<file path="src/rtl/ksz8851_init_seq.sv">
// ksz8851_init_seq: brings the KSZ8851 up after every chip reset.
// On each initReq it acknowledges the request, reads and checks CIDER, then
// writes a fixed 8-entry register table over the cmdReq/cmdAck handshake.
// It reports done/error status and gates traffic until init has succeeded.
// Optional build macro KSZ_INIT_READBACK_EN adds a read-back and compare
// after every table write.
module ksz8851_init_seq #(
  parameter int          CMD_TIMEOUT  = 1024,
  parameter logic [15:0] CHIP_ID_EXP  = 16'h8870,
  parameter logic [15:0] CHIP_ID_MASK = 16'hFFF0
) (
  input  logic        sysclk,
  input  logic        reset,
  input  logic [47:0] mac_addr,
  input  logic        initReq,
  output logic        initAck,
  output logic        cmdReq,
  input  logic        cmdAck,
  input  logic        dataValid,
  input  logic        ksz_isIdle,
  output logic        isDMA,
  output logic        isWrite,
  output logic        isWord,
  output logic [7:0]  RegAddr,
  output logic [15:0] DataIn,
  input  logic [15:0] DataOut,
  output logic        init_done,
  output logic        init_error,
  output logic [2:0]  error_code,
  output logic [15:0] chip_id,
  output logic [3:0]  dbg_state
);

  typedef enum logic [3:0] {
    ST_IDLE     = 4'd0,
    ST_ACK      = 4'd1,
    ST_ID_REQ   = 4'd2,
    ST_ID_WAIT  = 4'd3,
    ST_ID_CHECK = 4'd4,
    ST_WR_REQ   = 4'd5,
    ST_WR_WAIT  = 4'd6,
    ST_NEXT     = 4'd7,
    ST_DONE     = 4'd8,
    ST_ERROR    = 4'd9,
    ST_RB_REQ   = 4'd10,
    ST_RB_WAIT  = 4'd11
  } state_t;

  // Last counter value a command may reach before it is declared stuck.
  localparam logic [15:0] TMO_LAST = 16'(CMD_TIMEOUT - 1);

  function automatic logic [7:0] tbl_addr(input logic [2:0] idx);
    case (idx)
      3'd0:    return 8'h10;
      3'd1:    return 8'h12;
      3'd2:    return 8'h14;
      3'd3:    return 8'h84;
      3'd4:    return 8'h70;
      3'd5:    return 8'h86;
      3'd6:    return 8'h74;
      default: return 8'h90;
    endcase
  endfunction

  function automatic logic [15:0] tbl_data(input logic [2:0] idx, input logic [47:0] mac);
    case (idx)
      3'd0:    return mac[15:0];
      3'd1:    return mac[31:16];
      3'd2:    return mac[47:32];
      3'd3:    return 16'h4000;
      3'd4:    return 16'h01EE;
      3'd5:    return 16'h4000;
      3'd6:    return 16'h7CE0;
      default: return 16'hE000;
    endcase
  endfunction

`ifdef KSZ_INIT_READBACK_EN
  // The two frame-pointer registers auto-increment their address bits, so
  // only the auto-increment enable (bit 14) is meaningful on read-back.
  function automatic logic rb_match(input logic [2:0] idx, input logic [15:0] rd,
                                    input logic [15:0] wr);
    if (idx == 3'd3 || idx == 3'd5) return rd[14] == wr[14];
    return rd == wr;
  endfunction
`endif

  state_t      r_state, w_state_nxt;
  logic [2:0]  r_idx, w_idx_nxt;
  logic [15:0] r_cnt, w_cnt_nxt;
  logic [47:0] r_mac, w_mac_nxt;
  logic        r_initAck, w_initAck_nxt;
  logic        r_cmdReq, w_cmdReq_nxt;
  logic        r_isWrite, w_isWrite_nxt;
  logic [7:0]  r_RegAddr, w_RegAddr_nxt;
  logic [15:0] r_DataIn, w_DataIn_nxt;
  logic        r_done, w_done_nxt;
  logic        r_error, w_error_nxt;
  logic [2:0]  r_code, w_code_nxt;
  logic [15:0] r_chip_id, w_chip_id_nxt;
  logic        w_run;

  // Next-state and next-output logic; restart beats timeout beats normal flow.
  always_comb begin
    w_state_nxt   = r_state;
    w_idx_nxt     = r_idx;
    w_cnt_nxt     = r_cnt;
    w_mac_nxt     = r_mac;
    w_initAck_nxt = 1'b0;
    w_cmdReq_nxt  = r_cmdReq;
    w_isWrite_nxt = r_isWrite;
    w_RegAddr_nxt = r_RegAddr;
    w_DataIn_nxt  = r_DataIn;
    w_done_nxt    = r_done;
    w_error_nxt   = r_error;
    w_code_nxt    = r_code;
    w_chip_id_nxt = r_chip_id;
    w_run = r_state inside {ST_ID_REQ, ST_ID_WAIT, ST_ID_CHECK, ST_WR_REQ,
                            ST_WR_WAIT, ST_RB_REQ, ST_RB_WAIT};
    if (w_run) w_cnt_nxt = r_cnt + 16'd1;

    if (initReq && r_state != ST_IDLE && r_state != ST_ACK) begin
      // Chip was re-reset mid-sequence: abandon any command in flight.
      w_state_nxt  = ST_ACK;
      w_cmdReq_nxt = 1'b0;
      w_cnt_nxt    = 16'd0;
      w_idx_nxt    = 3'd0;
    end else if (w_run && r_cnt == TMO_LAST) begin
      w_state_nxt  = ST_ERROR;
      w_cmdReq_nxt = 1'b0;
      w_code_nxt   = 3'd2;
    end else begin
      case (r_state)
        ST_IDLE: if (initReq) w_state_nxt = ST_ACK;
        ST_ACK: begin
          w_mac_nxt   = mac_addr;
          w_idx_nxt   = 3'd0;
          w_state_nxt = ST_ID_REQ;
        end
        ST_ID_REQ: if (ksz_isIdle) begin
          w_cmdReq_nxt  = 1'b1;
          w_isWrite_nxt = 1'b0;
          w_RegAddr_nxt = 8'hC0;
          w_state_nxt   = ST_ID_WAIT;
        end
        ST_ID_WAIT: if (dataValid) begin
          w_chip_id_nxt = DataOut;
          w_cmdReq_nxt  = 1'b0;
          w_state_nxt   = ST_ID_CHECK;
        end
        ST_ID_CHECK: if (ksz_isIdle) begin
          if ((r_chip_id & CHIP_ID_MASK) == CHIP_ID_EXP) begin
            w_state_nxt = ST_WR_REQ;
          end else begin
            w_state_nxt = ST_ERROR;
            w_code_nxt  = 3'd1;
          end
        end
        ST_WR_REQ: if (ksz_isIdle) begin
          w_cmdReq_nxt  = 1'b1;
          w_isWrite_nxt = 1'b1;
          w_RegAddr_nxt = tbl_addr(r_idx);
          w_DataIn_nxt  = tbl_data(r_idx, r_mac);
          w_state_nxt   = ST_WR_WAIT;
        end
        ST_WR_WAIT: begin
          if (r_cmdReq) begin
            if (cmdAck) w_cmdReq_nxt = 1'b0;
          end else if (ksz_isIdle) begin
`ifdef KSZ_INIT_READBACK_EN
            w_state_nxt = ST_RB_REQ;
`else
            w_state_nxt = ST_NEXT;
`endif
          end
        end
`ifdef KSZ_INIT_READBACK_EN
        ST_RB_REQ: if (ksz_isIdle) begin
          w_cmdReq_nxt  = 1'b1;
          w_isWrite_nxt = 1'b0;
          w_state_nxt   = ST_RB_WAIT;
        end
        ST_RB_WAIT: if (dataValid) begin
          w_cmdReq_nxt = 1'b0;
          if (rb_match(r_idx, DataOut, r_DataIn)) begin
            w_state_nxt = ST_NEXT;
          end else begin
            w_state_nxt = ST_ERROR;
            w_code_nxt  = 3'd3;
          end
        end
`endif
        ST_NEXT: begin
          if (r_idx == 3'd7) begin
            w_state_nxt = ST_DONE;
          end else begin
            w_idx_nxt   = r_idx + 3'd1;
            w_state_nxt = ST_WR_REQ;
          end
        end
        default: ;
      endcase
    end

    // Side effects tied to entering a state, whichever path got us there.
    if (w_state_nxt != r_state) begin
      if (w_state_nxt inside {ST_ID_REQ, ST_WR_REQ, ST_RB_REQ}) w_cnt_nxt = 16'd0;
      if (w_state_nxt == ST_ACK) begin
        w_initAck_nxt = 1'b1;
        w_done_nxt    = 1'b0;
        w_error_nxt   = 1'b0;
        w_code_nxt    = 3'd0;
      end
      if (w_state_nxt == ST_DONE)  w_done_nxt  = 1'b1;
      if (w_state_nxt == ST_ERROR) w_error_nxt = 1'b1;
    end
  end

  // State and registered outputs; reset returns every output to zero.
  always_ff @(posedge sysclk) begin
    if (reset) begin
      r_state   <= ST_IDLE;
      r_idx     <= 3'd0;
      r_cnt     <= 16'd0;
      r_mac     <= 48'd0;
      r_initAck <= 1'b0;
      r_cmdReq  <= 1'b0;
      r_isWrite <= 1'b0;
      r_RegAddr <= 8'd0;
      r_DataIn  <= 16'd0;
      r_done    <= 1'b0;
      r_error   <= 1'b0;
      r_code    <= 3'd0;
      r_chip_id <= 16'd0;
    end else begin
      r_state   <= w_state_nxt;
      r_idx     <= w_idx_nxt;
      r_cnt     <= w_cnt_nxt;
      r_mac     <= w_mac_nxt;
      r_initAck <= w_initAck_nxt;
      r_cmdReq  <= w_cmdReq_nxt;
      r_isWrite <= w_isWrite_nxt;
      r_RegAddr <= w_RegAddr_nxt;
      r_DataIn  <= w_DataIn_nxt;
      r_done    <= w_done_nxt;
      r_error   <= w_error_nxt;
      r_code    <= w_code_nxt;
      r_chip_id <= w_chip_id_nxt;
    end
  end

  assign initAck    = r_initAck;
  assign cmdReq     = r_cmdReq;
  assign isDMA      = 1'b0;
  assign isWord     = 1'b1;
  assign isWrite    = r_isWrite;
  assign RegAddr    = r_RegAddr;
  assign DataIn     = r_DataIn;
  assign init_done  = r_done;
  assign init_error = r_error;
  assign error_code = r_code;
  assign chip_id    = r_chip_id;
  assign dbg_state  = 4'(r_state);

endmodule

</file>
<file path="config.mk">
export PLATFORM = sky130hd
export DESIGN_NAME = ksz8851_init_seq
export DESIGN_NICKNAME = d
export VERILOG_FILES = /design/src/rtl/ksz8851_init_seq.sv
export SDC_FILE = /design/constraint.sdc
export NUM_CORES = 1
export LEC_CHECK = 0
export CORE_AREA = 5 5 110 112
export CTS_CLUSTER_SIZE = 20
export DETAILED_ROUTE_END_ITERATION = 10
export DIE_AREA = 0 0 115 117
export PLACE_DENSITY = 0.85
export SETUP_SLACK_MARGIN = 0.15
export SLEW_MARGIN = 20
export SYNTH_ARGS = -nofsm -noshare
export SYNTH_HDL_FRONTEND = slang
export SYNTH_SLANG_ARGS = --single-unit
</file>
<file path="constraint.sdc">
create_clock -name sysclk -period 3.2 [get_ports sysclk]
set_clock_uncertainty 0.2 [all_clocks]
set_input_delay 0.48 -clock sysclk [delete_from_list [all_inputs] [get_ports sysclk]]
set_output_delay 0.48 -clock sysclk [all_outputs]
set_load 0.01 [all_outputs]
</file>
==> impl_metrics.csv, run 1 <==
group,metric,value,unit
detailed_routing,wl_per_cell,16.7,um
min_path,min_from,"r_mac[16]$_SDFFE_PP0P_",
logic_synthesis,synth_top_flop_cell,"dfxtp_1",
layout,drive_gt1_share,8.41,%
timing,fin_crit_sh,89.7,%
critical_path,r2r_cells,6,
place,gp_congestion,0.908,
die,start_util,47.7,%
grt,antenna_found_initial,0,
detailed_routing,vias_per_cell,5.60,
outcome,outcome,"finished, final reports clean",
clock_network,cts-htree-levels,4,
clock_network,root_buffer,"clkbuf_16",
place,port-buffer-count,119,
die,die_height,117,um
power_and_ir_drop,power,3.98,mW
logic_synthesis,synth_top_area_cell,"dfxtp_1",
clock_network,cts.reportedPaths.clkPinSlew,0.06,ns
logic_synthesis,synthAdderAreaFrac,1.65,%
critical_path,r2r_slack,0.33,ns
critical_path,path_max_fanout,16,
logic_synthesis,synth_xor_area_share,2.31,%
timing,slew_headroom,52.6,%
min_path,worstHoldEndpoint,"r_mac[16]$_SDFFE_PP0P_",
detailed_routing,wl,15300,um
timing,report.final.slew_viol_count,0,
timing,tightest_slew,0.703,ns
logic_synthesis,synth_cell_types,61,
die,die_w,115,um
power_and_ir_drop,leakagePower,2.56,nW
timing,fin_ws,0.329,ns
grt,track_usage,23.4,%
place,pre_cts_ws,0.119,ns
place,dp.cells,885,
place,hpwl,11000,um
detailed_routing,drc_errors,0,
grt,grt_pass1_wl,25000,um
layout,final_cells,916,
logic_synthesis,synth_compound_area_share,20.4,%
layout,antenna_cells,0,
power_and_ir_drop,cellPowerDensity,550,mW/mm2
die,io-pin-count,124,
power_and_ir_drop,peakVddDrop,0.000351,V
logic_synthesis,synth_top_family_by_area,"simple AND/OR/NAND/NOR gates",
clock_network,cts_tree,"yes",
critical_path,crit_arrival,2.94,ns
critical_path,cp.required,3.26,ns
clock_network,cts_hold_buf,0,
die,floorplan.rows,39,
logic_synthesis,avgSynthCellArea,8.19,um2
die,core_area,0.0111,mm2
grt,grt_pass1_vias,5157,
critical_path,endpoint_kind,"flop",
timing,fin_crit,2.87,ns
clock_network,cts_buffer_depth,2,
min_path,holdCritPathClass,"reg -> reg",
layout,postLayoutCoreUtil,65.0,%
logic_synthesis,syn_area,0.00531,mm2
timing,hold_viol_final,0,
clock_network,insertion_delay,0.40,ns
logic_synthesis,ys_warn_count,0,
detailed_routing,num_vias,5133,
critical_path,path_class,"reg -> reg",
logic_synthesis,synth_mux_area_share,3.21,%
critical_path,reg2reg_from,"dbg_state[2]$_SDFF_PP0_",
job,cap_viol_max_count,0,
detailed_routing,antenna_left,0,
detailed_routing,drt_iter0_drc,418,
logic_synthesis,ys_seq_elements,117,
critical_path,startpoint_type,"flop",
min_path,whs_path_depth,2,
clock_network,cts_num_sinks,117,
layout,nets,838,
critical_path,worstReg2RegEnd,"RegAddr[5]$_SDFFE_PP0P_",
clock_network,cts-resized-gates,0,
logic_synthesis,synth-edff-count,0,
timing,finalSetupViolCount,0,
logic_synthesis,async_reset_ff_share,0,%
logic_synthesis,postSynthCellCount,648,
timing,clock.fmax,0.348,GHz
die,dieArea,0.0135,mm2
detailed_routing,firstDrtPassIters,7,
layout,syn2layout_area_growth,36.3,%
timing,finalSetupTns,0,ns
timing,rsz0062_at_grt,"false",
grt,grt_remaining_overflow,0,
clock_network,numCtsBuffers,17,
logic_synthesis,synth_top_area_share,44.2,%
logic_synthesis,synth.area.top_cells,"dfxtp_1 44%, nand2_1 9.9%, a21oi_1 7.5%",
grt,grt_max_degree,62,
clock_network,cts_setup_buffers,0,
logic_synthesis,yosys.area_share.simple,23.0,%
logic_synthesis,synth-seq-area-share,44.2,%
layout,fillCellCount,915,
-- cells in the mapped netlist (all sizes together) (6+ instances only) --
| cell | n |
|---|---|
| a211oi | 18 |
| ha | 7 |
| and3 | 7 |
| o21ai | 15 |
| nand4 | 6 |
| inv | 10 |
| nand2 | 140 |
| xnor2 | 11 |
| nor2b | 6 |
| buf | 17 |
| dfxtp | 117 |
| nand3 | 22 |
| a22oi | 16 |
| mux2i | 17 |
| or3 | 6 |
| nor2 | 46 |
| nor3 | 15 |
| a21oi | 80 |
| clkbuf | 31 |
-- power breakdown --
part           switching [mW]  internal (mW)  leakage (nW)
combinational           0.298          0.237          1.32
sequential             0.0500           1.53         0.948
clock                   0.628           1.23         0.286
total                   0.976           3.00          2.56
-- sequential cells by signal, summed over array words and instances, names as in the netlist --
name,cells
init_error,1
r_idx,3
r_mac,48
cmdReq,1
RegAddr,6
error_code,3
initAck,1
init_done,1
chip_id,16
isWrite,1
r_cnt,16
DataIn,16
dbg_state,4
-- cell type report --
type	instances	area, um2	share of cell area, %
multi-input combinational	475	2730	37.8
sequential	117	2340	32.4
timing repair buffer	140	1360	18.8
clock buffer	21	450	6.23
tap	143	179	2.47
clock inverter	10	131	1.82
inverter	10	37.5	0.519
-- critical path: stages, from the launching register on --
cell	delay, ns
dfxtp_1	0.62
nor2_1	0.21
a211o_1	0.34
o31ai_4	0.54
or3_1	0.55
a2bb2oi_1	0.21
nor2_1	0.05
-- routing by layer --
metal	track usage [%]	share of wire [%]	vias up
li1	-	-	2480
met4	10.4	2.8	0
met3	5.30	6.9	39
met5	0	0	-
met2	40.1	50	224
met1	28.2	40	2390
-- placed cells by master, fill, tap and decap left out, drive strengths merged, types with 11 or more instances in the layout --
cell type,instances
nand2,140
clkdlybuf4s50,118
dfxtp,117
a21oi,80
nor2,46
nand3,22
buf,22
clkbuf,21
a211oi,18
mux2i,17
a22oi,16
o21ai,15
nor3,15
xnor2,11
-- stage by stage --
step | instance area [um2] | hold WS (ns)
after floorplan | 5310 | 0.233
after global placement | 6620 | 0.240
after detailed placement | 6620 | 0.245
after CTS | 7200 | 0.252
after global routing | 7230 | 0.268
final | 7230 | 0.252
-- cell families (layout without fill, tap and decap cells) --
logic type                 Yosys count  count (layout)
muxes                               17              17
and+or+nand+nor                    270             270
xor gates and xnor gates            14              14
DFF                                117             117
AOI/OAI and AO/OA                  163             163
buffers and inverters               58             181
other                                2               4
adders and majority gates            7               7
-- worst max-delay path by stage --
stage,endpoint,cells after the start,startpoint,slack (ns)
5_1_grt,RegAddr[5]$_SDFFE_PP0P_,6,dbg_state[2]$_SDFF_PP0_,0.14
3_5_place_dp,r_cnt[11]$_SDFF_PP0_,6,initReq,0.12
3_3_place_gp,r_cnt[10]$_SDFF_PP0_,6,initReq,0.25
6_report,RegAddr[5]$_SDFFE_PP0P_,6,dbg_state[2]$_SDFF_PP0_,0.33
4_1_cts,r_cnt[13]$_SDFF_PP0_,6,dbg_state[1]$_SDFF_PP0_,0.17
2_1_floorplan,r_cnt[10]$_SDFF_PP0_,9,r_idx[0]$_SDFFE_PP0P_,0.71
(Power assumes the default switching activity.)
==> inputs of run 2 (changes only) <==
--- a/config.mk
+++ b/config.mk
@@ -5,11 +5,11 @@
 export SDC_FILE = /design/constraint.sdc
 export NUM_CORES = 1
 export LEC_CHECK = 0
-export CORE_AREA = 5 5 110 112
+export CORE_AREA = 5 5 122 124
 export CTS_CLUSTER_SIZE = 20
 export DETAILED_ROUTE_END_ITERATION = 10
-export DIE_AREA = 0 0 115 117
-export PLACE_DENSITY = 0.85
+export DIE_AREA = 0 0 127 129
+export PLACE_DENSITY = 0.72
 export SETUP_SLACK_MARGIN = 0.15
 export SLEW_MARGIN = 20
 export SYNTH_ARGS = -nofsm -noshare
==> run 2 against run 1 <==
Net effect: combinational power is 2% lower; power is 0.62% higher; clock power hardly changed; sequential share of layout area is 0.29 points lower; final cell count is 4.4% higher; critical endpoint is now r_cnt[11]$_SDFF_PP0_; largest power group unchanged.
==> impl_metrics.csv, run 2 (same netlist as run 1, synthesis figures left out) <==
group,metric,value,unit
critical_path,path_common_cell,"buf_4",
die,start_util,38.8,%
timing,fin_ws,0.336,ns
timing,finalSetupViolCount,0,
job,cap_viol_max_count,0,
clock_network,numCtsBuffers,17,
timing,fin_crit_sh,89.5,%
place,place_area,0.00667,mm2
clock_network,root_buffer,"clkbuf_16",
place,hpwl,11100,um
outcome,outcome,"finished, final reports clean",
timing,clock.fmax,0.349,GHz
critical_path,cp.required,3.31,ns
grt,grt_remaining_overflow,0,
timing,rsz0062_at_grt,"false",
die,die_w,127,um
layout,finalInstanceArea,0.00730,mm2
critical_path,crit_slowest_cell,"o31ai_2",
critical_path,endpoint_kind,"flop",
power_and_ir_drop,power,4.00,mW
die,floorplan.rows,43,
critical_path,startpoint_type,"flop",
clock_network,cts_hold_buf,0,
detailed_routing,drc_errors,0,
detailed_routing,wl_per_cell,15.7,um
timing,slew_headroom,38.1,%
power_and_ir_drop,cellPowerDensity,549,mW/mm2
die,die_height,129,um
clock_network,cts.reportedPaths.clkPinSlew,0.05,ns
detailed_routing,drt_iter0_drc,333,
power_and_ir_drop,leakagePower,2.58,nW
timing,report.final.slew_viol_count,0,
critical_path,path_class,"reg -> reg",
place,gp_congestion,0.900,
detailed_routing,wl,15000,um
timing,hold_viol_final,0,
layout,drive_gt1_share,8.89,%
layout,fillCellCount,1262,
layout,regMostFlops,"r_mac",
die,io-pin-count,124,
timing,tightest_slew,0.929,ns
clock_network,cts_num_sinks,117,
place,port-buffer-count,119,
layout,nets,840,
min_path,whs_path_depth,2,
critical_path,max_stage_delay,0.62,ns
detailed_routing,firstDrtPassIters,5,
layout,layout_common_cells,"140 x nand2_1, 118 x clkdlybuf4s50_1, 116 x dfxtp_1, 79 x a21oi_1, 46 x nor2_1",
layout,antenna_cells,0,
grt,grt_pass1_wl,24100,um
grt,grt_pass1_vias,4855,
critical_path,path_max_fanout,16,
critical_path,crit_arrival,2.97,ns
grt,grt_max_degree,92,
clock_network,cts-htree-levels,4,
detailed_routing,vias_per_cell,5.23,
critical_path,r2r_cells,7,
clock_network,cts_setup_buffers,0,
grt,track_usage,18.3,%
timing,fin_crit,2.86,ns
place,pre_cts_ws,0.151,ns
clock_network,cts_buffer_depth,2,
grt,antenna_found_initial,0,
detailed_routing,num_vias,5000,
power_and_ir_drop,peakVddDrop,0.000349,V
clock_network,insertion_delay,0.41,ns
layout,final_common_cell,"nand2_1",
die,core_area,0.0137,mm2
timing,finalSetupTns,0,ns
layout,syn2layout_area_growth,37.5,%
critical_path,worstPathCellList,"buf_4 -> o31ai_2 -> o31ai_4 -> buf_4 -> nor3_2 -> o2111ai_4 -> a211oi_1",
min_path,holdCritPathClass,"in -> reg",
layout,largest_reg_flops,48,
detailed_routing,antenna_left,0,
clock_network,cts_tree,"yes",
die,dieArea,0.0164,mm2
timing,whs,0.0848,ns
run 2: changes by cell type in the layout (fill, tap and decap cells not counted):
cell and change:
clkbuf_8 +5, o31ai_2 +1, buf_4 +3, bufinv_16 -1
clkinvlp_4 -1, buf_12 -1, o31ai_4 -1, clkbuf_1 -1
clkinv_4 +1, clkinv_2 -2
run 2: per-layer routing:
| layer | vias to the layer above | track usage (%) | share of wire (%) |
|---|---|---|---|
| met2 | 172 | 30.1 | 48 |
| met3 | 28 | 5.19 | 6.5 |
| met4 | 0 | 6.75 | 1.9 |
| met5 | - | 0 | 0 |
| li1 | 2486 | - | - |
| met1 | 2314 | 22.9 | 43 |
run 2: stage by stage:
stage	util, %	cells
final	53.4	956
after global routing	53.4	956
after global placement	48.8	924
after CTS	53.3	956
after floorplan	-	650
after detailed placement	48.8	924
run 2: where the power goes:
part           leakage (nW)  switching, mW  internal (mW)
Combinational          1.33          0.294          0.230
Sequential            0.948         0.0526           1.53
Clock                 0.303          0.626           1.27
run 2: worst paths after layout:
path	startpoint	end	slack (ns)
worst max-delay path	dbg_state[2]$_SDFF_PP0_	r_cnt[11]$_SDFF_PP0_	0.34
worst min-delay path	reset	initAck$_SDFF_PP0_	0.08
worst min register to register	r_mac[1]$_SDFFE_PP0P_	r_mac[1]$_SDFFE_PP0P_	0.25
worst max register to register	dbg_state[2]$_SDFF_PP0_	r_cnt[11]$_SDFF_PP0_	0.34
run 2: final cells by class:
type	instances	area (um2)	area share, %
well taps	180	225	3.09
inverters	10	37.5	0.514
clock inverters	7	92.6	1.27
clock buffers	25	515	7.06
repair buffers	142	1360	18.6
multi-input cells	475	2720	37.3
flip-flops and latches	117	2340	32.1
run 2: critical path, delay by kind of cell, from the launching register on:
kind | cells | cell delay, ns
compound gates | 4 | 1.48
buf+inv | 2 | 0.43
simple gates | 1 | 0.27
flops | 1 | 0.38
run 2: timing repair:
| action | in CTS | in global routing |
|---|---|---|
| endpoints found under the hold margin | 0 | 0 |
| gates resized for setup | 0 | 3 |
| endpoints found under the setup margin | 0 | 16 |
